**config.mk**
```make
export PLATFORM = sky130hd
export DESIGN_NAME = data_cache
export DESIGN_NICKNAME = d
export VERILOG_FILES = /design/src/rtl/dcache_pkg.sv /design/src/rtl/dcache_load_align.sv /design/src/rtl/data_cache.sv
export SDC_FILE = /design/constraint.sdc
export NUM_CORES = 2
export LEC_CHECK = 0
export CAP_MARGIN = 20
export CORE_MARGIN = 2
export CORE_UTILIZATION = 45
export CTS_BUF_LIST = sky130_fd_sc_hd__clkbuf_16
export CTS_CLUSTER_DIAMETER = 120
export CTS_CLUSTER_SIZE = 16
export DETAILED_ROUTE_END_ITERATION = 10
export DONT_BUFFER_PORTS = 1
export PLACE_DENSITY = 0.71
export SKIP_LAST_GASP = 1
export SLEW_MARGIN = 20
export SYNTH_ARGS = -nofsm -noshare
export SYNTH_HDL_FRONTEND = slang
export SYNTH_HIERARCHICAL = 1
export SYNTH_SLANG_ARGS = --single-unit
export TNS_END_PERCENT = 10
```
**constraint.sdc**
```tcl
create_clock -name clk -period 8.8 [get_ports clk]
set_clock_uncertainty 0.05 [all_clocks]
set_input_delay 2.2 -clock clk [delete_from_list [all_inputs] [get_ports clk]]
set_output_delay 2.2 -clock clk [all_outputs]
set_load 0.02 [all_outputs]
```
**src/rtl/dcache_pkg.sv**
```systemverilog
// dcache_pkg: FSM states, RISC-V load/store funct3 encodings and address-field
// widths shared by the data cache and its load aligner.
package dcache_pkg;
    typedef enum logic [1:0] {IDLE, REFILL, WRITE} state_e;
    localparam int ADDR_W = 32;
    localparam int OFF_W  = 2;
    localparam logic [2:0] F3_LB  = 3'b000;
    localparam logic [2:0] F3_LH  = 3'b001;
    localparam logic [2:0] F3_LW  = 3'b010;
    localparam logic [2:0] F3_LBU = 3'b100;
    localparam logic [2:0] F3_LHU = 3'b101;
    localparam logic [2:0] F3_SB  = 3'b000;
    localparam logic [2:0] F3_SH  = 3'b001;
endpackage

```
**src/rtl/dcache_load_align.sv**
```systemverilog
// dcache_load_align: extracts and sign/zero-extends a load result from a cached
// word according to the RISC-V load funct3.
module dcache_load_align import dcache_pkg::*; #(
    parameter int DATA_WIDTH = 32
) (
    input  logic [DATA_WIDTH-1:0] word_i,
    input  logic [2:0]            funct3_i,
    output logic [DATA_WIDTH-1:0] rdata_o
);
    always_comb
        rdata_o = funct3_i == F3_LB  ? {{(DATA_WIDTH-8){word_i[7]}}, word_i[7:0]} :
                  funct3_i == F3_LBU ? {{(DATA_WIDTH-8){1'b0}}, word_i[7:0]} :
                  funct3_i == F3_LH  ? {{(DATA_WIDTH-16){word_i[15]}}, word_i[15:0]} :
                  funct3_i == F3_LHU ? {{(DATA_WIDTH-16){1'b0}}, word_i[15:0]} :
                  funct3_i == F3_LW  ? word_i : '0;
endmodule

```
**src/rtl/data_cache.sv**
```systemverilog
// data_cache: direct-mapped, write-through, no-allocate data cache with
// fixed-latency line refill and a single-cycle store handshake to data memory.
module data_cache import dcache_pkg::*; #(
    parameter int DATA_WIDTH  = 32,
    parameter int LINE_SIZE   = 4,
    parameter int NUM_LINES   = 16,
    parameter int MEM_LATENCY = 2
) (
    input  logic                                 clk,
    input  logic                                 rstn,
    input  logic                                 cpu_read,
    input  logic                                 cpu_write,
    input  logic [2:0]                           funct3,
    input  logic [ADDR_W-1:0]                    cpu_addr,
    input  logic [DATA_WIDTH-1:0]                cpu_wdata,
    output logic [DATA_WIDTH-1:0]                cpu_rdata,
    output logic                                 stall,
    output logic                                 mem_ReadEn,
    output logic                                 mem_WriteEn,
    output logic [2:0]                           mem_funct3,
    output logic [ADDR_W-1:0]                    mem_Addr,
    output logic [DATA_WIDTH-1:0]                mem_WriteData,
    input  logic [LINE_SIZE-1:0][DATA_WIDTH-1:0] mem_data
);
    localparam int IDX_W = $clog2(NUM_LINES);
    localparam int TAG_W = ADDR_W - OFF_W - IDX_W;
    localparam int CNT_W = MEM_LATENCY > 1 ? $clog2(MEM_LATENCY) : 1;

    state_e                               state_q, state_d;
    logic [CNT_W-1:0]                     cnt_q, cnt_d;
    logic [NUM_LINES-1:0]                 valid_q;
    logic [TAG_W-1:0]                     tag_q  [NUM_LINES];
    logic [LINE_SIZE-1:0][DATA_WIDTH-1:0] data_q [NUM_LINES];

    logic [OFF_W-1:0]      off;
    logic [IDX_W-1:0]      idx;
    logic [TAG_W-1:0]      tag;
    logic                  hit, load, refill_done;
    logic [DATA_WIDTH-1:0] cur_word, merged, aligned;

    assign off         = cpu_addr[OFF_W-1:0];
    assign idx         = cpu_addr[OFF_W +: IDX_W];
    assign tag         = cpu_addr[ADDR_W-1 -: TAG_W];
    assign hit         = valid_q[idx] && tag_q[idx] == tag;
    assign load        = cpu_read && !cpu_write;
    assign refill_done = state_q == REFILL && cnt_q == CNT_W'(MEM_LATENCY - 1);
    assign cur_word    = data_q[idx][off];

    always_comb begin
        state_d = state_q == IDLE   ? (cpu_write ? WRITE : (load && !hit) ? REFILL : IDLE) :
                  state_q == REFILL ? (refill_done ? IDLE : REFILL) : IDLE;
        cnt_d   = state_q == REFILL ? cnt_q + CNT_W'(1) : '0;
    end

    always_ff @(posedge clk or negedge rstn)
        if (!rstn) begin
            state_q <= IDLE;
            cnt_q   <= '0;
            valid_q <= '0;
        end else begin
            state_q <= state_d;
            cnt_q   <= cnt_d;
            if (refill_done) valid_q[idx] <= 1'b1;
        end

    // Store hits merge only the written bytes so the cached word stays coherent with memory.
    always_comb
        merged = funct3 == F3_SB ? {cur_word[DATA_WIDTH-1:8], cpu_wdata[7:0]} :
                 funct3 == F3_SH ? {cur_word[DATA_WIDTH-1:16], cpu_wdata[15:0]} : cpu_wdata;

    always_ff @(posedge clk)
        if (refill_done) begin
            tag_q[idx]  <= tag;
            data_q[idx] <= mem_data;
        end else if (state_q == WRITE && hit) begin
            data_q[idx][off] <= merged;
        end

    dcache_load_align #(.DATA_WIDTH(DATA_WIDTH)) u_align (
        .word_i   (cur_word),
        .funct3_i (funct3),
        .rdata_o  (aligned)
    );

    // Stall is gated by rstn so a request held during reset cannot stall the pipeline.
    assign stall         = state_q == REFILL ||
                           (rstn && state_q == IDLE && (cpu_write || (load && !hit)));
    assign mem_ReadEn    = state_q == REFILL;
    assign mem_WriteEn   = state_q == WRITE;
    assign mem_funct3    = funct3;
    assign mem_WriteData = cpu_wdata;
    assign mem_Addr      = state_q == REFILL ? {cpu_addr[ADDR_W-1:OFF_W], {OFF_W{1'b0}}} : cpu_addr;
    assign cpu_rdata     = (state_q == IDLE && load && hit) ? aligned : '0;
endmodule

```
; Yosys cells after proc, flatten, opt, wreduce, memory -nomap -nowiden
; Memory sizes are Yosys's and may differ from the RTL's.
; Cells that the tools add are included.
[word_totals]
regBits = 19
latchBits = 0
ram_bits = 2464
rom_bits = 0
input_bits = 199
out_inout_bits = 102
wordCells = 319
mem_count = 2
[memory_table]
columns = memory, depth, width, rd, rd_ports_with_merged_regs, wr, line
row1 = data_q, 16, 128, 1, 0, 1, data_cache.sv:33  ; logic [LINE_SIZE-1:0][DATA_WIDTH-1:0] data_q [NUM_LINES];
row2 = tag_q, 16, 26, 1, 0, 1, data_cache.sv:32  ; logic [TAG_W-1:0] tag_q [NUM_LINES];
[classes]
addsub = 1
mul = 0
div = 0
magnitude_cmp = 4
eq_ne = 7
n_shift = 0
mux = 156
n_bitwise = 129
reduce_logical = 17
[ops]
columns = cell, count
row1 = $mux 32, 10
row2 = $mux 1, 138
row3 = $mux 128, 1
row4 = $or 1x1->1, 128
row5 = $bmux 32 s2, 1
row6 = $demux 32 s2, 1
row7 = $eq 26x26->1, 1
row8 = $or 16x16->16, 1
row9 = $logic_and 1x1->1, 11
row10 = $eq 3x3->1 const B, 2
row11 = $mux 2, 3
row12 = $lt 4x5->1 const B, 1
row13 = $bmux 1 s4, 1
row14 = $demux 1 s4, 1
row15 = $ge 4x1->1 const B, 1
row16 = $eq 3x1->1 const B, 1
row17 = $eq 3x2->1 const B, 1
row18 = $logic_not 3->1, 1
row19 = $lt 2x3->1 const B, 1
row20 = $eq 2x1->1 const B, 1
row21 = $eq 2x2->1 const B, 1
row22 = $ge 2x1->1 const B, 1
row23 = $logic_not 1->1, 2
row24 = $logic_not 2->1, 1
row25 = other kinds (2), 3

; Longest topological paths before layout
; An unclocked memory read counts as a cell.
[logic_depth]
word_depth = 9
depth_mapped = 19
ltp_nobuf = 8

; Hierarchy
; Netlist, hierarchy kept.
[modules_own_cells]
columns = module, instances, cells_each, area_each_um2, seq_area_each_um2
row1 = data_cache, 1, 4283, 98563.3, 74466.4
row2 = dcache_load_align, 1, 73, 655.6, 0.0

; Least setup slack after synthesis
; Ideal clock, no wire load.
[synth_timing]
path_type = input -> output
start = input cpu_addr[2]
end = output cpu_rdata[22]
arrival_ns = 6.381
t_required_ns = 6.550
setup_slack_ns = 0.169
path_stages = 19
path_buffers = 12
path_cell_list = buf_6 > buf_12 > buf_12 > buf_12 > buf_12 > buf_2 > buf_4 > buf_4 > buf_2 > buf_2 > mux4_2 > mux4_2 > mux4_2 > buf_2 > mux2i_4 > clkbuf_8 > o32ai_4 > inv_1 > nor3_1
[synth_via]
elab_cells_between_ends = 15
cone_classes = eq/ne: 1 / mux: 10 / reduce/logical: 2 / memory: 2
[synth_rtl]
columns = item, line
row1 = from (decl), data_cache.sv:14  ; input logic [ADDR_W-1:0] cpu_addr,
row2 = $mem_v2 16x128, --
row3 = $bmux 32 s2, data_cache.sv:47  ; assign cur_word = data_q[idx][off];
row4 = $mux 32 (not written as such), data_cache.sv:47
row5 = named net cur_word[7], data_cache.sv:39  ; logic [DATA_WIDTH-1:0] cur_word, merged, aligned;
row6 = $mux 32, dcache_load_align.sv:11  ; rdata_o = funct3_i == F3_LB ? {{(DATA_WIDTH-8){word_i[7]}}, word_i[7:0]} :
row7 = named net aligned[22], data_cache.sv:39
row8 = $mux 32, data_cache.sv:93  ; assign cpu_rdata = (state_q == IDLE && load && hit) ? aligned : '0;
row9 = to (decl), data_cache.sv:16  ; output logic [DATA_WIDTH-1:0] cpu_rdata,
; The timed path passes the listed nets, and every way through them passes these cells. The select of a mux whose other input is x is not followed.

; Final worst setup path
[layout_timing]
start = input cpu_addr[2]
end = output cpu_rdata[21]
[layout_via]
elab_chain_cells = 9
elab_cells_between_ends = 15
cone_classes = eq/ne: 1 / mux: 10 / reduce/logical: 2 / memory: 2
[layout_lines]
columns = item, line
row1 = $mem_v2 16x128, --
row2 = $bmux 32 s2, data_cache.sv:47
row3 = $mux 32 (not written as such), data_cache.sv:47
row4 = named net cur_word[21], data_cache.sv:39
row5 = $mux 32, dcache_load_align.sv:15  ; funct3_i == F3_LW ? word_i : '0;
row6 = $mux 32, dcache_load_align.sv:14  ; funct3_i == F3_LHU ? {{(DATA_WIDTH-16){1'b0}}, word_i[15:0]} :
row7 = $mux 32, dcache_load_align.sv:13  ; funct3_i == F3_LH ? {{(DATA_WIDTH-16){word_i[15]}}, word_i[15:0]} :
row8 = $mux 32, dcache_load_align.sv:12  ; funct3_i == F3_LBU ? {{(DATA_WIDTH-8){1'b0}}, word_i[7:0]} :
row9 = $mux 32, dcache_load_align.sv:11
row10 = named net aligned[21], data_cache.sv:39
row11 = $mux 32, data_cache.sv:93
; The timed path passes the listed nets, and every way through them passes these cells. The select of a mux whose other input is x is not followed.

==> impl_metrics.yaml <==
timing:
  slew_headroom_pct: 16.3
  setup_viol: 0
  fin_tns_setup_ps: 0
  hold_viol_final: 0
  clock.fmax_mhz: 116
  drv_slew: 0
  finalCriticalPeriod_ps: 8640
  tightest_slew_ps: 1260
  period_share_pct: 98.2
  hold_slack_ps: 414
  rsz0062_at_grt: "false"
logic_synthesis:
  yosysWarnings: 6
  ys_seq_area_share_pct: 75.1
  synth_cells: 4356
  async_flop_share_pct: 0.765
  synth-edff-count: 2464
  synth_area_um2: 99200
  synth_cell_type_count: 77
  ys_ff_latch: 2483
  ys.flop_type: "edfxtp_1"
  synth_nets: 4555
  synth_area_per_cell_um2: 22.8
worst_setup_path:
  criticalPathCategory: "input port to output pin"
  start_kind: "input port"
  critPathRequiredTime_ps: 6550
  cp_max_fo: 56
  cp.arrival_ps: 6390
  ff2ff_path_depth: 9
  r2r_end: "data_q[0][115]"
  r2r_start: "tag_q[15][3]"
  r2r_slack_ps: 3730
  cp-end-kind: "output pin"
cts:
  clockBufferDepth: 3
  insertion_delay_ps: 830
  cts_tree: "done"
  cts-root-buf: "clkbuf_16"
  cts_hold_repair.buffers: 0
  htree_levels: 4
  numCtsBuffers: 173
  cts_sinks: 2483
  path_clk_slew_ps: 70
finish:
  drive_gt1_share_pct: 30.7
  nNetsFinal: 4600
  syn_to_final_growth_pct: 9.55
floorplan:
  die_w_um: 474
  dieArea_um2: 224000
  start_util_pct: 45.2
  io_pins: 301
  core_area_um2: 220000
  num_rows: 172
  die_h_um: 474
grt:
  grt_max_degree: 636
  antenna_found_initial: 39
  grt_pass1_wl_um: 353000
  track_usage_pct: 22.5
  grt_overflow: 0
  grt_pass1_vias: 46462
run_status:
  status: "finished clean"
drt:
  via_per_inst: 6.33
  detail-route-antenna-nets: 0
  num_vias: 46563
  routed_wl_um: 259000
  route.detailed.wl_per_inst_um: 35.2
  drt_iter0_drc: 6720
  dr.pass1.iters: 5
  drc: 0
min_path:
  hp-class: "flip-flop to flip-flop"
  worstHoldEndpoint: "state_q[1]"
  hold_path_depth: 1
  hold_start: "state_q[1]"
run:
  max-cap-violations: 0
placed_design:
  gp_congestion: 0.800
  numPortBuffers: 0
  dp.final_hpwl_um: 138000
power_and_ir_drop:
  p_per_area_nw_per_um2: 202
  power.total_uw: 22000
  power_leakage_uw: 0.0335
  ir_drop_v: 0.000204
## cell families (layout without fill, tap and decap cells)
family | Yosys count | in the layout | synth area share (%)
buf+inv | 459 | 558 | 2.48
flops | 2483 | 2483 | 75.1
xor+xnor | 29 | 29 | 0.256
other cells | 0 | 29 | 0
simple gates | 200 | 200 | 1.15
compound gates | 170 | 170 | 1.27
mux | 1015 | 1015 | 19.8
## registers in the layout, summed over array words and instances, names as in the netlist
| name | count |
|---|---|
| cnt_q | 1 |
| state_q | 2 |
| tag_q | 416 |
| valid_q | 16 |
| data_q | 2048 |
## critical path: stages
cell and delay [ps]:
buf_16 340, buf_16 360, buf_16 330, buf_16 300, buf_6 410, mux4_2 610
mux4_2 520, mux4_2 540, inv_1 100, o32ai_1 90, inv_1 90, nor3_1 50
buf_4 200
## what timing repair did
action                     CTS  global route
gates resized for setup      0             2
setup buffers                0             1
setup endpoints to repair    0           641
## placed cells by master, fill, tap and decap left out, types with 5 or more instances in the layout
| cell | instances |
|---|---|
| a21oi_1 | 8 |
| a21oi_4 | 64 |
| a22o_1 | 9 |
| a22oi_1 | 15 |
| and2_1 | 11 |
| buf_16 | 9 |
| buf_4 | 147 |
| clkbuf_16 | 185 |
| dfrtp_1 | 19 |
| diode_2 | 29 |
| edfxtp_1 | 2464 |
| inv_1 | 190 |
| mux2_2 | 26 |
| mux2_4 | 13 |
| mux2i_1 | 146 |
| mux2i_2 | 77 |
| mux4_2 | 749 |
| nand2_1 | 42 |
| nand2b_1 | 8 |
| nand3_1 | 8 |
| nand3b_1 | 6 |
| nor2_1 | 17 |
| nor2_4 | 17 |
| nor2b_1 | 8 |
| nor3_1 | 33 |
| o21ai_0 | 6 |
| o22ai_1 | 5 |
| o2bb2ai_1 | 9 |
| o32ai_1 | 6 |
| o32ai_2 | 9 |
| or2_2 | 19 |
| or4_4 | 5 |
| xnor2_1 | 16 |
| xor2_1 | 13 |
## synth_stat cells, drive strengths merged, types with 6 or more instances
cell	instances	area share, %
nand3b	6	0.045
nor2b	8	0.050
nand2	43	0.16
clkbuf	92	0.38
and2	11	0.069
nor2	35	0.14
o21ai	7	0.035
nand2b	8	0.050
edfxtp	2464	75
a22oi	15	0.11
a21oi	72	0.37
nand3	8	0.040
dfrtp	19	0.48
o32ai	16	0.23
or2	20	0.13
buf	216	1.5
mux2i	227	2.3
xnor2	16	0.14
a22o	9	0.079
mux2	39	0.49
nor3	35	0.18
o2bb2ai	9	0.079
mux4	749	17
or4	6	0.061
inv	150	0.57
xor2	13	0.11
## routing by layer
layer | part of all wire, % | GRT usage [%] | up-vias
met5 | 0.10 | 0 | -
met4 | 4.5 | 9.47 | 38
met3 | 11 | 5.53 | 458
met2 | 48 | 36.1 | 2705
met1 | 36 | 29.6 | 25090
li1 | - | - | 18272
## area by class of cell
| type | instances | area [µm²] |
|---|---|---|
| Multi-Input combinational cell | 1414 | 23500 |
| Antenna cell | 29 | 72.6 |
| Inverter | 151 | 567 |
| Sequential cell | 2483 | 74500 |
| Tap cell | 2871 | 3590 |
| Clock buffer | 173 | 4330 |
| Fill cell | 16943 | 111000 |
| Timing Repair Buffer | 178 | 1770 |
| Clock inverter | 56 | 415 |
## metrics by stage
step	setup slack, ps	area (µm²)	util [%]	cells
final	163	109000	49.5	7355
after floorplan	169	99200	-	4356
after global routing	24.4	109000	49.5	7344
after CTS	258	108000	49.1	7297
after global placement	369	103000	46.9	7068
after detailed placement	282	103000	46.9	7068
## power breakdown
part / total [µW] / internal, µW / leakage [µW] / switching [µW]
clock network: 7390 / 3550 / 0.00246 / 3850
registers: 13200 / 13100 / 0.0224 / 36.6
logic: 1460 / 590 / 0.00866 / 872
## how the worst max path moves through the flow
stage	from	end	slack (ps)	depth (start not counted)
after global placement	cpu_addr[3]	cpu_rdata[7]	370	10
final	cpu_addr[2]	cpu_rdata[21]	160	13
after detailed placement	cpu_addr[2]	cpu_rdata[7]	280	9
after floorplan	cpu_addr[2]	cpu_rdata[22]	170	19
after global routing	cpu_addr[2]	cpu_rdata[21]	20	13
after CTS	cpu_addr[2]	cpu_rdata[7]	260	9
No activity file was read; power rests on OpenSTA's default activity.
